File: src/rtl/jk_reg_bank.sv
// Bank of WIDTH JK flip-flops with count, shift and parallel-load modes.
// Optional JK_BANK_PARITY_EN macro adds a registered even-parity output.
module jk_reg_bank #(
  parameter int               WIDTH   = 8,
  parameter logic [WIDTH-1:0] RST_VAL = {WIDTH{1'b0}}
) (
  input  logic             clk,
  input  logic             rst,
  input  logic             en,
  input  logic [1:0]       mode,
  input  logic [WIDTH-1:0] J,
  input  logic [WIDTH-1:0] K,
  input  logic             sin,
  output logic [WIDTH-1:0] q,
  output logic [WIDTH-1:0] qn,
  output logic             tc,
  output logic             par
);

  localparam logic [1:0] M_JK = 2'b00, M_CNT = 2'b01, M_SHF = 2'b10, M_LD = 2'b11;

  logic [WIDTH-1:0] r_q;
  logic             r_tc;
  logic [WIDTH-1:0] w_jk;
  logic [WIDTH-1:0] w_next;
  logic             w_wrap;

  // Each bit evaluates its own JK rule independently.
  for (genvar i = 0; i < WIDTH; i++) begin : g_jk
    always_comb begin
      w_jk[i] = r_q[i];
      case ({J[i], K[i]})
        2'b01:   w_jk[i] = 1'b0;
        2'b10:   w_jk[i] = 1'b1;
        2'b11:   w_jk[i] = ~r_q[i];
        default: w_jk[i] = r_q[i];
      endcase
    end
  end

  always_comb begin
    w_next = r_q;
    case (mode)
      M_JK:    w_next = w_jk;
      M_CNT:   w_next = r_q + {{(WIDTH-1){1'b0}}, 1'b1};
      M_SHF:   w_next = {r_q[WIDTH-2:0], sin};
      M_LD:    w_next = J;
      default: w_next = r_q;
    endcase
  end

  // Only a counting edge out of all-ones produces the wrap pulse.
  assign w_wrap = (mode == M_CNT) && (&r_q);

  always_ff @(posedge clk) begin
    if (rst) begin
      r_q  <= RST_VAL;
      r_tc <= 1'b0;
    end else if (en) begin
      r_q  <= w_next;
      r_tc <= w_wrap;
    end
  end

`ifdef JK_BANK_PARITY_EN
  logic r_par;
  always_ff @(posedge clk) begin
    if (rst)     r_par <= ^RST_VAL;
    else if (en) r_par <= ^w_next;
  end
  assign par = r_par;
`else
  assign par = 1'b0;
`endif

  assign q  = r_q;
  assign qn = ~r_q;
  assign tc = r_tc;

endmodule

File: config.mk
export PLATFORM = sky130hd
export DESIGN_NAME = jk_reg_bank
export DESIGN_NICKNAME = d
export VERILOG_FILES = /design/src/rtl/jk_reg_bank.sv
export SDC_FILE = /design/constraint.sdc
export NUM_CORES = 1
export LEC_CHECK = 0
export ABC_CLOCK_PERIOD_IN_PS = 2600
export BUFFER_PORTS_ARGS = -buffer_cell sky130_fd_sc_hd__buf_2
export CAP_MARGIN = 10
export CORE_MARGIN = 5
export CORE_UTILIZATION = 53
export DETAILED_ROUTE_END_ITERATION = 7
export GPL_TIMING_DRIVEN = 0
export PLACE_DENSITY = 0.86
export REMOVE_ABC_BUFFERS = 1
export SETUP_SLACK_MARGIN = 0.4
export SLEW_MARGIN = 20
export SYNTH_ARGS = -nofsm -noshare
export SYNTH_HDL_FRONTEND = slang
export SYNTH_SLANG_ARGS = --single-unit
File: constraint.sdc
create_clock -name clk -period 2.6 [get_ports clk]
set_input_delay 0.13 -clock clk [delete_from_list [all_inputs] [get_ports clk]]
set_output_delay 0.13 -clock clk [all_outputs]
set_load 0.005 [all_outputs]
==> impl_metrics.xml <==
<?xml version="1.0" encoding="UTF-8"?>
<metrics>
  <group name="die">
    <metric name="die_w" unit="microns">55.1</metric>
    <metric name="die_height" unit="microns">55.1</metric>
    <metric name="fp.dieArea" unit="sq um">3030</metric>
    <metric name="ioPinCount" unit="">40</metric>
    <metric name="floorplan.initialDensity" unit="">0.554</metric>
    <metric name="placement_rows" unit="">16</metric>
    <metric name="core_area" unit="sq um">1940</metric>
  </group>
  <group name="pwr">
    <metric name="switching_share" unit="">0.362</metric>
    <metric name="leak_pwr" unit="nW">0.615</metric>
    <metric name="peakVddDrop" unit="V">0.000240</metric>
    <metric name="internal_power" unit="W">0.000282</metric>
    <metric name="sequentialPowerShare" unit="">0.378</metric>
    <metric name="power_per_cell_area" unit="nW/um^2">348</metric>
    <metric name="fin_total_pwr" unit="W">0.000442</metric>
    <metric name="part_of_the_power_in_the_clock_network" unit="">0.263</metric>
    <metric name="pwr-share-comb" unit="">0.359</metric>
    <metric name="power.net_switching" unit="W">0.000160</metric>
  </group>
  <group name="clock_tree">
    <metric name="tritoncts_num_sinks" unit="">9</metric>
    <metric name="cts-hold-fix-buffers" unit="">0</metric>
    <metric name="cts_buffers" unit="">3</metric>
    <metric name="clk_latency" unit="ns">0.27</metric>
    <metric name="htreeDepth" unit="">1</metric>
    <metric name="clock_tree.root_cell" unit="">sky130_fd_sc_hd__clkbuf_4</metric>
    <metric name="post-cts-setup-buffer-count" unit="">0</metric>
    <metric name="clock_tree_buf_depth" unit="">2</metric>
    <metric name="post_cts_resize_count" unit="">0</metric>
    <metric name="tritoncts" unit="">done</metric>
    <metric name="clk_pin_slew_worst_paths" unit="ns">0.07</metric>
  </group>
  <group name="job">
    <metric name="max_cap_violations" unit="">0</metric>
  </group>
  <group name="grt">
    <metric name="grt_util_met3" unit="">0.0241</metric>
    <metric name="groute.layer.met2.usage" unit="">0.360</metric>
    <metric name="grt_max_degree" unit="">24</metric>
    <metric name="grt_pass1_vias" unit="">1078</metric>
    <metric name="grt_overflow" unit="">0</metric>
    <metric name="antenna_found_initial" unit="">0</metric>
    <metric name="globalRouteMet1Util" unit="">0.239</metric>
    <metric name="grt.total_usage" unit="">0.198</metric>
    <metric name="grt.busiest_layer" unit="">met2</metric>
    <metric name="grt_pass1_wl" unit="microns">4460</metric>
  </group>
  <group name="routing">
    <metric name="num_vias" unit="">1163</metric>
    <metric name="avgRoutedWirePerCell" unit="microns">14.3</metric>
    <metric name="post-route-drc-count" unit="">0</metric>
    <metric name="routed_wirelength" unit="microns">2870</metric>
    <metric name="first_iter_violations" unit="">32</metric>
    <metric name="route.antenna.remaining_nets" unit="">0</metric>
    <metric name="detail_route.vias_per_cell" unit="">5.79</metric>
    <metric name="number_of_detailed_routing_iterations_run_before_antenna_repair" unit="">4</metric>
  </group>
  <group name="synth">
    <metric name="count_of_mapped_cells_out_of_synthesis" unit="">139</metric>
    <metric name="synth_flop_cell" unit="">sky130_fd_sc_hd__dfxtp_1</metric>
    <metric name="ys_async_sr_fraction" unit="">0</metric>
    <metric name="synthesis.yosys.warnings" unit="">0</metric>
    <metric name="synth.cell_area" unit="sq um">1080</metric>
    <metric name="seq_area_frac_synth" unit="">0.167</metric>
    <metric name="ys_seq_elements" unit="">9</metric>
    <metric name="synth_cell_types" unit="">45</metric>
    <metric name="synth_area_per_cell" unit="sq um">7.74</metric>
    <metric name="synth_enable_flop_cells" unit="">0</metric>
  </group>
  <group name="status">
    <metric name="run_status" unit="">finished, final reports clean</metric>
  </group>
  <group name="sta">
    <metric name="timing.setup.tns" unit="ns">0</metric>
    <metric name="grt_setup_unrepaired" unit="">no</metric>
    <metric name="whs" unit="ns">0.164</metric>
    <metric name="setup-violations-final" unit="">0</metric>
    <metric name="timing.final.crit_period" unit="ns">1.75</metric>
    <metric name="hold_viol_final" unit="">0</metric>
    <metric name="finClkSkew" unit="ns">0.00671</metric>
    <metric name="slew_violations" unit="">0</metric>
    <metric name="post-route-period-util" unit="">0.673</metric>
    <metric name="fmax" unit="MHz">571</metric>
  </group>
  <group name="placed_design">
    <metric name="dp_hpwl" unit="microns">2210</metric>
    <metric name="port-buffer-count" unit="">38</metric>
    <metric name="routability_congestion" unit="">0.850</metric>
  </group>
  <group name="worst_setup_path">
    <metric name="crit_path_end_kind" unit="">flop</metric>
    <metric name="timing_worst_setup_path_type" unit="">flop to flop</metric>
    <metric name="timing.critical_path.buf_inv" unit="">0</metric>
    <metric name="critPathRequiredTime" unit="ns">2.76</metric>
    <metric name="worst_path_max_delay_cell" unit="">sky130_fd_sc_hd__dfxtp_1</metric>
    <metric name="crit_chain" unit="">ha_1 -&gt; nand2_1 -&gt; or4_4 -&gt; xnor2_2 -&gt; o211a_1</metric>
    <metric name="reg2regPathDepth" unit="">5</metric>
    <metric name="critPathLaunchType" unit="">flop</metric>
    <metric name="worstSetupPathDepth" unit="">5</metric>
    <metric name="cp_top_family" unit="">simple AND/OR/NAND/NOR gates</metric>
    <metric name="worstPathMaxFanout" unit="">7</metric>
    <metric name="arrival" unit="ns">1.91</metric>
    <metric name="biggest_cell_delay_along_the_critical_path" unit="ns">0.46</metric>
  </group>
  <group name="cells_and_area">
    <metric name="antenna_cells_inserted" unit="">0</metric>
    <metric name="fin_nets" unit="">210</metric>
    <metric name="drive_above_1_share" unit="">0.282</metric>
    <metric name="n_fill_cell" unit="">185</metric>
    <metric name="layout-area-overhead-vs-synth" unit="%">17.9</metric>
  </group>
  <group name="min_path">
    <metric name="worstHoldPathCells" unit="">2</metric>
    <metric name="hold_path.class" unit="">input port to flop</metric>
  </group>
</metrics>
-- synthesized netlist by cell type (2+ instances only) --
cell	number	area (sq um)
sky130_fd_sc_hd__a21oi_1	7	35.0
sky130_fd_sc_hd__a311oi_1	2	17.5
sky130_fd_sc_hd__a31oi_1	3	18.8
sky130_fd_sc_hd__buf_2	3	15.0
sky130_fd_sc_hd__buf_4	2	15.0
sky130_fd_sc_hd__clkbuf_8	2	27.5
sky130_fd_sc_hd__dfxtp_1	9	180
sky130_fd_sc_hd__ha_1	13	163
sky130_fd_sc_hd__inv_1	18	67.6
sky130_fd_sc_hd__inv_2	2	7.51
sky130_fd_sc_hd__mux2i_1	4	40.0
sky130_fd_sc_hd__nand2_1	10	37.5
sky130_fd_sc_hd__nand2b_1	4	25.0
sky130_fd_sc_hd__nor2_1	6	22.5
sky130_fd_sc_hd__nor2b_1	3	18.8
sky130_fd_sc_hd__nor3_1	3	15.0
sky130_fd_sc_hd__o211ai_1	5	37.5
sky130_fd_sc_hd__o21a_1	3	22.5
sky130_fd_sc_hd__o21ai_0	10	50.1
sky130_fd_sc_hd__o22ai_1	2	12.5
sky130_fd_sc_hd__o31a_1	4	35.0
-- cells in the final DEF, fill, tap and decap left out, types with 2 or more instances in the layout --
| cell type | count |
|---|---|
| sky130_fd_sc_hd__a21oi_1 | 7 |
| sky130_fd_sc_hd__a311oi_1 | 2 |
| sky130_fd_sc_hd__a31oi_1 | 3 |
| sky130_fd_sc_hd__buf_2 | 38 |
| sky130_fd_sc_hd__clkbuf_4 | 3 |
| sky130_fd_sc_hd__dfxtp_1 | 9 |
| sky130_fd_sc_hd__ha_1 | 13 |
| sky130_fd_sc_hd__inv_1 | 18 |
| sky130_fd_sc_hd__inv_2 | 2 |
| sky130_fd_sc_hd__mux2i_1 | 4 |
| sky130_fd_sc_hd__nand2_1 | 10 |
| sky130_fd_sc_hd__nand2b_1 | 4 |
| sky130_fd_sc_hd__nor2_1 | 6 |
| sky130_fd_sc_hd__nor2b_1 | 3 |
| sky130_fd_sc_hd__nor3_1 | 3 |
| sky130_fd_sc_hd__o211ai_1 | 5 |
| sky130_fd_sc_hd__o21a_1 | 3 |
| sky130_fd_sc_hd__o21ai_0 | 10 |
| sky130_fd_sc_hd__o22ai_1 | 2 |
| sky130_fd_sc_hd__o31a_1 | 4 |
-- layer usage --
metal,routed length (microns),share of wire
met3,226,0.079
met5,0,0
met4,26,0.0091
met2,1380,0.48
met1,1230,0.43
-- cell type report --
class | count | area [sq um] | area share
inverters | 21 | 81.3 | 0.0641
flip-flops and latches | 9 | 180 | 0.142
well taps | 27 | 33.8 | 0.0266
clock buffers | 4 | 26.3 | 0.0207
repair buffers | 38 | 190 | 0.150
multi-input cells | 102 | 757 | 0.597
-- power by group through the flow --
stage	clock, W	sequential (W)	combinational (W)
after detailed placement	0	0.000170	0.000158
after floorplan	0	0.000167	0.0000866
final	0.000116	0.000167	0.000158
after CTS	0.000117	0.000167	0.000158
after global placement	0	0.000169	0.000148
after global routing	0.000124	0.000169	0.000177
-- stage by stage --
step | setup slack, ns | area [sq um] | util | std cells
2_1_floorplan | 1.02 | 1020 | - | 132
3_3_place_gp | 0.910 | 1240 | 0.640 | 197
3_5_place_dp | 0.874 | 1240 | 0.640 | 197
4_1_cts | 0.849 | 1270 | 0.653 | 201
5_1_grt | 0.758 | 1270 | 0.653 | 201
6_report | 0.850 | 1270 | 0.653 | 201
-- flip-flops by register name, summed over array words and instances, names as in the netlist --
| name | cells |
|---|---|
| q | 8 |
| tc | 1 |
-- cells by family after synthesis --
kind of cell	Yosys count	share of synthesized area
AOI/OAI and AO/OA	48	0.309
buffers and inverters	28	0.129
DFF	9	0.167
other	1	0.00349
muxes	5	0.0581
adders and majority gates	13	0.151
and+or+nand+nor	33	0.158
xor gates and xnor gates	2	0.0233
-- worst paths after layout --
check / slack (ns) / startpoint / endpoint
setup / recovery: 0.85 / q[0] / q[6]
hold / removal: 0.16 / rst / q[0]
setup reg to reg: 0.85 / q[0] / q[6]
hold reg to reg: 0.57 / q[7] / q[7]
Power figures use the tool's default switching activity.
